### config.mk
export PLATFORM = sky130hd
export DESIGN_NAME = if_fetch_ctrl
export DESIGN_NICKNAME = d
export VERILOG_FILES = /design/src/rtl/if_fetch_ctrl.sv
export SDC_FILE = /design/constraint.sdc
export NUM_CORES = 1
export LEC_CHECK = 0
export ABC_AREA = 1
export BUFFER_PORTS_ARGS = -buffer_cell sky130_fd_sc_hd__buf_2
export CORE_AREA = 2 2 185 187
export DETAILED_ROUTE_END_ITERATION = 7
export DIE_AREA = 0 0 187 189
export PLACE_DENSITY_LB_ADDON = 0.3
export SLEW_MARGIN = 20
export SYNTH_ARGS = -nofsm -noshare
export SYNTH_HDL_FRONTEND = slang
export SYNTH_SLANG_ARGS = --single-unit
### constraint.sdc
create_clock -name clk -period 1.7 [get_ports clk]
set_input_delay 0.085 -clock clk [delete_from_list [all_inputs] [get_ports clk]]
set_output_delay 0.085 -clock clk [all_outputs]
set_load 0.005 [all_outputs]
### src/rtl/if_fetch_ctrl.sv
// Instruction-fetch sequencer: owns the fetch PC, issues one memory request at a
// time over req/ack, presents fetched instructions to decode over valid/ready.
module if_fetch_ctrl #(
    parameter int unsigned          ADDR_W   = 64,
    parameter int unsigned          INST_W   = 32,
    parameter logic [ADDR_W-1:0]    RESET_PC = 64'h8000_0000
) (
    input  logic              clk,
    input  logic              rst_n,
    input  logic              redirect_valid,
    input  logic [ADDR_W-1:0] redirect_pc,
    output logic              mem_req,
    output logic [ADDR_W-1:0] mem_addr,
    input  logic              mem_ack,
    input  logic [INST_W-1:0] mem_rdata,
    output logic              out_valid,
    output logic [ADDR_W-1:0] out_pc,
    output logic [INST_W-1:0] out_inst,
    input  logic              out_ready
);

    localparam logic [1:0] IDLE    = 2'd0;
    localparam logic [1:0] REQ     = 2'd1;
    localparam logic [1:0] HOLD    = 2'd2;
    localparam logic [1:0] DISCARD = 2'd3;

    logic [1:0]        state_q,  state_d;
    logic [ADDR_W-1:0] fetch_q,  fetch_d;
    logic [ADDR_W-1:0] pend_q,   pend_d;
    logic              valid_d;
    logic [ADDR_W-1:0] opc_d;
    logic [INST_W-1:0] oinst_d;
    logic [ADDR_W-1:0] redirect_tgt;
    logic [ADDR_W-1:0] fetch_inc;
    logic              unused_redirect_lsb;

    // Targets are word aligned; the two low bits are dropped.
    assign redirect_tgt        = {redirect_pc[ADDR_W-1:2], 2'b00};
    assign unused_redirect_lsb = ^redirect_pc[1:0];
    assign fetch_inc           = fetch_q + ADDR_W'(4);

    assign mem_req  = (state_q == REQ) || (state_q == DISCARD);
    assign mem_addr = fetch_q;

    always_comb begin
        state_d = state_q;
        fetch_d = fetch_q;
        pend_d  = pend_q;
        valid_d = out_valid;
        opc_d   = out_pc;
        oinst_d = out_inst;
        case (state_q)
            IDLE: begin
                if (redirect_valid) begin
                    fetch_d = redirect_tgt;
                end
                state_d = REQ;
            end
            REQ: begin
                if (redirect_valid) begin
                    // An unacked address cannot be withdrawn: wait it out in DISCARD.
                    if (mem_ack) begin
                        fetch_d = redirect_tgt;
                    end else begin
                        pend_d  = redirect_tgt;
                        state_d = DISCARD;
                    end
                end else if (mem_ack) begin
                    oinst_d = mem_rdata;
                    opc_d   = fetch_q;
                    valid_d = 1'b1;
                    fetch_d = fetch_inc;
                    state_d = HOLD;
                end
            end
            DISCARD: begin
                if (mem_ack) begin
                    fetch_d = redirect_valid ? redirect_tgt : pend_q;
                    state_d = REQ;
                end else if (redirect_valid) begin
                    pend_d = redirect_tgt;
                end
            end
            HOLD: begin
                if (redirect_valid) begin
                    valid_d = 1'b0;
                    fetch_d = redirect_tgt;
                    state_d = REQ;
                end else if (out_ready) begin
                    valid_d = 1'b0;
                    state_d = REQ;
                end
            end
            default: begin
                state_d = IDLE;
            end
        endcase
    end

    always_ff @(posedge clk) begin
        if (!rst_n) begin
            state_q   <= IDLE;
            fetch_q   <= RESET_PC;
            pend_q    <= RESET_PC;
            out_valid <= 1'b0;
            out_pc    <= RESET_PC;
            out_inst  <= '0;
        end else begin
            state_q   <= state_d;
            fetch_q   <= fetch_d;
            pend_q    <= pend_d;
            out_valid <= valid_d;
            out_pc    <= opc_d;
            out_inst  <= oinst_d;
        end
    end

endmodule
# Word-level counts from Yosys, hierarchy flattened
# Cells that the tools add are included.
[op_classes] n_bitwise=1 mux=23 add_sub_neg=1 n_reduce_logical=10 eq_ne=13
[op_table] op="$mux 64" n=9
[op_table] op="$pmux 64 s3" n=1
[op_table] op="$pmux 64 s2" n=1
[op_table] op="$add 64x3->64 const B" n=1
[op_table] op="$mux 2" n=6
[op_table] op="$ne 2x2->1 const B" n=6
[op_table] op="$reduce_and 4->1" n=3
[op_table] op="$ne 3x3->1 const B" n=3
[op_table] op="$pmux 2 s4" n=1
[op_table] op="$reduce_and 3->1" n=2
[op_table] op="$eq 2x2->1 const B" n=2
[op_table] op="$mux 1" n=4
[op_table] op="$reduce_bool 2->1" n=2
[op_table] op="$eq 2x1->1 const B" n=1
[op_table] op="$logic_not 2->1" n=1
[op_table] op="$ne 2x1->1 const B" n=1
[op_table] op="$pmux 1 s2" n=1
[op_table] op="$reduce_or 2->1" n=1
[op_table] op="$logic_or 1x1->1" n=1
[op_table] op="$not 1->1" n=1
[totals] word_cells=54 input_bits=101 out_inout_bits=162 ff_bits=227

# Depth between registers and ports, before layout
# Gate-level depths: netlist (run 1).
[depth] ltp_word=4 mapped_depth=12

# Worst setup path after synthesis (run 1)
# OpenSTA, ideal clock, no wires.
[synth_path] kind="reg2reg" from="register fetch_q[3] (netlist: mem_addr[3])" to="register fetch_q[54] (netlist: mem_addr[54])" arrival_time_ns=1.500 stages_incl_launch_ff=11 period_less_slack_ns=1.620 required_time_ns=1.580 n_path_buf=0 slack_ns=0.080 path_cell_list="dfxtp_1 -> ha_1 -> inv_1 -> nor2_1 -> nand2_1 -> nor2_4 -> nand2_2 -> o21ai_0 -> nand2_1 -> nand2_1 -> a21oi_1"
[synth_between] elab_chain_len=4
[synth_rtl] element="start, declared" line_no="28" rtl="logic [ADDR_W-1:0] fetch_q, fetch_d;"
[synth_rtl] element="start signal, assigned" line_no="110" rtl="fetch_q <= fetch_d;"
[synth_rtl] element="$add 64x3->64" line_no="40" rtl="assign fetch_inc = fetch_q + ADDR_W'(4);"
[synth_rtl] element="$mux 64" line_no="68" rtl="end else if (mem_ack) begin"
[synth_rtl] element="$mux 64" line_no="60" rtl="if (redirect_valid) begin"
[synth_rtl] element="$pmux 64 s3" line_no="52" rtl="case (state_q)"
# No other way between the ends. The select of a mux whose other input is x is not followed.
# A chain may end at the register's enable or synchronous reset.

# Worst setup path in the final report (run 1)
[layout_path] from="register fetch_q[3] (netlist: mem_addr[3])" to="register fetch_q[45] (netlist: mem_addr[45])"
# The elaborated chain is that of the path after synthesis.

==> results of run 1 <==
==> power breakdown <==
group	internal [mW]	switching (mW)
combinational	1.33	1.70
clock	3.88	2.35
sequential	5.73	0.317
total	10.9	4.37
==> cell usage after synthesis (2+ instances only) <==
cell type / count
nor2_1: 338
nand2_1: 281
a21oi_1: 277
o21ai_0: 229
dfxtp_1: 227
nor3_1: 81
inv_1: 77
clkbuf_1: 66
nand3_1: 49
buf_2: 34
nand4_1: 12
nor2_2: 9
o21ai_1: 9
xor2_1: 9
inv_2: 8
nand2_2: 6
nor2_4: 6
a211oi_1: 5
a31oi_1: 5
xnor2_1: 5
o22ai_1: 4
buf_1: 3
buf_6: 3
o211ai_1: 3
a221oi_1: 2
and2_1: 2
clkbuf_2: 2
nand3b_1: 2
==> stage by stage <==
stage | setup TNS (ps) | instance area, um2 | hold slack, ps | setup slack (ps)
6_report | 0 | 17100 | 45.8 | 27.8
5_1_grt | -235 | 17100 | 41.8 | -64.2
4_1_cts | -15.3 | 16500 | 23.4 | -10.1
3_5_place_dp | -1070 | 14500 | 315 | -89.4
3_3_place_gp | -500 | 14500 | 306 | -94.8
2_1_floorplan | 0 | 11500 | 220 | 80.2
==> sequential cells by signal (all words and copies together), names as in the netlist <==
signal and cells:
mem_addr 64, out_pc 64, pend_q 64, out_inst 32, state_q 2, out_valid 1
==> worst max-delay path, delay by kind of cell, from the launching register on <==
kind / cells / cell delay (ps)
DFF: 1 / 370
buffers and inverters: 2 / 290
and+or+nand+nor: 6 / 780
AOI/OAI and AO/OA: 1 / 150
==> logic make-up (layout without fill, tap and decap cells) <==
logic type | after synthesis | after routing
xor gates and xnor gates | 14 | 14
buffers and inverters | 195 | 684
adders and majority gates | 1 | 1
and+or+nand+nor | 789 | 789
DFF | 227 | 227
AOI/OAI and AO/OA | 536 | 536
==> cell usage in the layout, fill, tap and decap left out, types with 38 or more instances in the layout <==
cell / synthesis / layout
a21oi_1: 277 / 272
buf_2: 34 / 259
buf_4: 1 / 165
dfxtp_1: 227 / 197
dlygate4sd3_1: 0 / 96
inv_1: 77 / 74
nand2_1: 281 / 262
nand3_1: 49 / 45
nor2_1: 338 / 297
nor2_2: 9 / 38
nor3_1: 81 / 69
o21ai_0: 229 / 221
==> area by class of cell <==
| cell class | count | area share (%) |
|---|---|---|
| clock inverter | 8 | 0.820 |
| tap | 448 | 3.28 |
| inverter | 86 | 1.93 |
| clock buffer | 39 | 4.74 |
| multi-input combinational | 1340 | 38.2 |
| sequential | 227 | 26.9 |
| timing repair buffer | 551 | 24.1 |
==> worst max-delay path by stage <==
stage	to	slack, ps	cells past startpoint
after floorplan	mem_addr[54]	80	10
after global placement	mem_addr[58]	-90	9
after detailed placement	mem_addr[62]	-90	9
after CTS	mem_addr[37]	-10	11
after global routing	mem_addr[62]	-60	11
final	mem_addr[45]	30	9
==> routing by layer <==
layer / vias to the layer above / wire length, um / global-route usage, %
met3: 112 / 3120 / 3.93
met1: 6622 / 20200 / 31.9
met4: 0 / 2550 / 13.6
li1: 6846 / - / -
met5: - / 0 / 0
met2: 527 / 22200 / 41.3
==> what timing repair did <==
item / in CTS / in global routing
buffers inserted: 1 / 7
pin swaps: 2 / 23
endpoints found under the hold margin: 119 / 0
hold buffers: 96 / 0
setup endpoints to repair: 32 / 179
cloned: 0 / 4
resized for setup: 21 / 142
==> flow_summary.toml, run 1 <==
[synth]
synth_area_per_cell_um2 = 6.52
synth-adder-area-share_pct = 0.109
synthXorXnorAreaFrac_pct = 1.07
ys_top_cells_by_area = "dfxtp_1 (40%), a21oi_1 (12%), nor2_1 (11%)"
ys_ff_latch = 227
synth-compound-area-share_pct = 23.8
synth-simple-area-share_pct = 28.5
seq_area_frac_synth_pct = 39.6
synth_flop_cell = "dfxtp_1"
muxShareOfSynthArea_pct = 0
synthDistinctLibCells = 36
synthArstFlopShare_pct = 0
syn_inst = 1762
synth_top_family_by_area = "simple AND/OR/NAND/NOR gates"
yosys_warnings = 0
yosysTopAreaCell = "dfxtp_1"
synth-edff-count = 0
syn_area_um2 = 11500
synth_fp_nets = 1864
synth_top_area_share_pct = 39.6

[pwr]
cellLeakagePower_nw = 7.57
pwr_density_cell_nw_per_um2 = 896
fin_total_pwr_mw = 15.3
vdd_drop_max_uv = 865

[cells_and_area]
syn_to_final_growth_pct = 48.9
final_util_pct = 51.4
fin_cells = 2699
final_nets = 2335
multiInputGateArea_um2 = 6530
antenna_cells = 0
ff_latch_area_um2 = 4600
post_route_cells_drive_above_1_share_pct = 28.7
fillers = 3306

[placement]
dp.cells = 2544
place.gp.congestion = 0.954
portBuffers = 260
dp_hpwl_um = 33400

[global_routing]
grt_max_degree = 116
grt_remaining_overflow = 0
grt_usage_pct = 25.2
antenna_found_initial = 0
grt_pass1_wl_um = 71300
grt_pass1_vias = 13100

[clock_tree]
cts_inserted_buffers = 27
cts.sinks = 227
cts_root_buf = "clkbuf_16"
clk_latency_ps = 540
cts_max_level = 1
cts_buffer_depth = 3
cts_tree = "yes"
clkTransAtPathRegs_ps = 60

[floorplan]
row_count = 67
dieArea_um2 = 35300
coreArea_um2 = 33300
pin_count = 263
start_util_pct = 34.5
die_y_um = 189
die_x_um = 187

[setup_path]
cp.required_ps = 2150
start_kind = "flip-flop"
crit_chain = "buf_6, nand3_1, nor2_2, nand3_2, buf_4, nand3b_1, nand2_1, nand3_1, a21oi_1"
crit_start = "mem_addr[3]"
cp.arrival_ps = 2120
crit_top_cell = "nand3_1"
end_kind = "flip-flop"
r2r_slack_ps = 30
worstSetupPathType = "flip-flop to flip-flop"
critPathMaxFanout = 3
r2r_cells = 9
cp_slowest_cell = "dfxtp_4"
max_stage_delay_ps = 370
r2r_start = "mem_addr[3]"
rr_endpoint = "mem_addr[45]"

[run_status]
outcome = "finished clean"

[drt]
drt-total-wl_um = 48100
vias = 14100
ant_nets = 0
drc = 0
routedWlPerCell_um = 17.8
initialDrtViolationCount = 1178
vias_per_cell = 5.23
drt_pass1_iterations = 7

[sta]
setup_viol_count_final = 0
hold_violations = 0
relSlewSlack_pct = 64.7
worstMarginPinSlew_ps = 530
period_share_pct = 98.4
rsz0062_at_grt = "yes"
finalMaxSlewViolations = 0
finalWorstPathRequiredPeriod_ps = 1670
max_freq_mhz = 598
skew_ps = 8.82

[hold_path]
hold_path_end = "mem_addr[1]"
worstHoldStart = "rst_n"
hold_depth = 3
hold_path.class = "primary input to flip-flop"

[run]
cap_viol_max_count = 0
Power figures use the tool's default switching activity.
==> run 2: changes to the inputs <==
- BUFFER_PORTS_ARGS: -buffer_cell sky130_fd_sc_hd__buf_2 -> default
- DONT_BUFFER_PORTS: default -> 1
- REMOVE_ABC_BUFFERS: default -> 1
==> flow_summary.toml, run 2 (synthesis results as in run 1) <==
[placement]
portBuffers = 0
placed_area_um2 = 12800
place.gp.congestion = 0.900
dp_hpwl_um = 29800

[sta]
finalWorstPathRequiredPeriod_ps = 1640
holdWs_ps = -290
skew_ps = 18.4
period_share_pct = 96.5
worstMarginPinSlew_ps = 478
rsz0062_at_grt = "yes"
setup_viol_count_final = 0
relSlewSlack_pct = 68.2
max_freq_mhz = 609
finalMaxSlewViolations = 0
hold_violations = 213

[setup_path]
crit_chain = "buf_4, nand2_1, nor2_4, nand2_2, nor2_4, nand2_2, inv_1, nand2_1, nand2_1, nand3_1, a21oi_1"
crit_start = "mem_addr[3]"
crit_top_cell = "nand2_1"
end_kind = "flip-flop"
r2r_start = "mem_addr[3]"
r2r_slack_ps = 60
start_kind = "flip-flop"
worstSetupPathType = "flip-flop to flip-flop"
cp.arrival_ps = 2100
cp_slowest_cell = "dfxtp_4"
critPathMaxFanout = 5
max_stage_delay_ps = 360
cp.required_ps = 2160

[drt]
vias = 12800
ant_nets = 0
drt_pass1_iterations = 7
initialDrtViolationCount = 997
vias_per_cell = 5.33
drc = 0
drt-total-wl_um = 43300
routedWlPerCell_um = 18.1

[clock_tree]
clkTransAtPathRegs_ps = 60
cts_max_level = 1
cts_tree = "yes"
cts.sinks = 227
clk_latency_ps = 550
cts_buffer_depth = 3
cts_root_buf = "clkbuf_16"
cts_inserted_buffers = 26

[pwr]
vdd_drop_max_uv = 637
pwr_density_cell_nw_per_um2 = 945
cellLeakagePower_nw = 5.87

[global_routing]
grt_pass1_vias = 12100
grt_usage_pct = 23.5
grt_pass1_wl_um = 67100
antenna_found_initial = 1
grt_remaining_overflow = 0
grt_max_degree = 220

[run]
cap_viol_max_count = 0

[floorplan]
pin_count = 263
row_count = 67
dieArea_um2 = 35300
die_x_um = 187
start_util_pct = 34.5
coreArea_um2 = 33300
die_y_um = 189

[hold_path]
hold_path.class = "primary input to flip-flop"
worstHoldStart = "rst_n"

[cells_and_area]
ff_latch_area_um2 = 4570
antenna_cells = 0
stdcell_area_um2 = 15000
final_cell_mix = "nor2_1 (301), a21oi_1 (271), nand2_1 (268), o21ai_0 (220), dfxtp_1 (209)"
fillers = 3414
final_common_cell = "nor2_1"
final_nets = 2026
final_util_pct = 45.1
syn_to_final_growth_pct = 30.6
post_route_cells_drive_above_1_share_pct = 15.7
multiInputGateArea_um2 = 6380

[run_status]
violations = "hold timing"
outcome = "finished, violations left"
## run 2: through the flow
stage               worst slack, ps  hold slack [ps]  power [mW]  instances  setup TNS, ps
floorplan                     -1940              154        7.21       1653        -322560
global placement              -22.4              222        8.12       2245          -24.9
detailed placement            -62.0              228        8.17       2245           -297
CTS                           -2.63             -327        14.2       2373          -2.63
global route                  -54.7             -310        14.8       2392           -365
finish                         58.7             -290        14.2       2392              0
## run 2: per-layer routing
layer	routed length [um]	vias to the layer above	track usage (%)
met5	13	-	0
li1	-	6223	-
met1	18400	5931	30.9
met3	4020	54	4.99
met4	914	2	6.26
met2	19900	542	38.9
## run 2: cell type report
class / instances / area share (%)
inverter: 86 / 2.17
sequential: 227 / 30.5
tap: 448 / 3.74
clock buffer: 41 / 5.39
multi-input combinational: 1340 / 42.5
timing repair buffer: 243 / 15.2
clock inverter: 7 / 0.442
## run 2: final timing paths
kind / to / depth (start not counted)
worst min register to register: pend_q[31] / 2
worst max register to register: mem_addr[49] / 11
worst min-delay path: out_pc[26] / 2
worst max-delay path: mem_addr[49] / 11
## run 2: what timing repair did
item,in CTS,in global routing
buffers inserted,1,2
hold endpoints to repair,227,218
pin swaps,1,19
setup endpoints to repair,17,92
gates resized for setup,10,98
hold buffers,79,17
## run 2: worst max-delay path, delay by kind of cell, from the launching register on
family	cells	cell delay, ps
simple gates	8	830
flops	1	360
buf+inv	2	210
compound gates	1	150
## run 2: power breakdown
part	internal (mW)	switching, mW
clock network	3.40	2.36
logic	0.953	1.40
registers	5.72	0.331
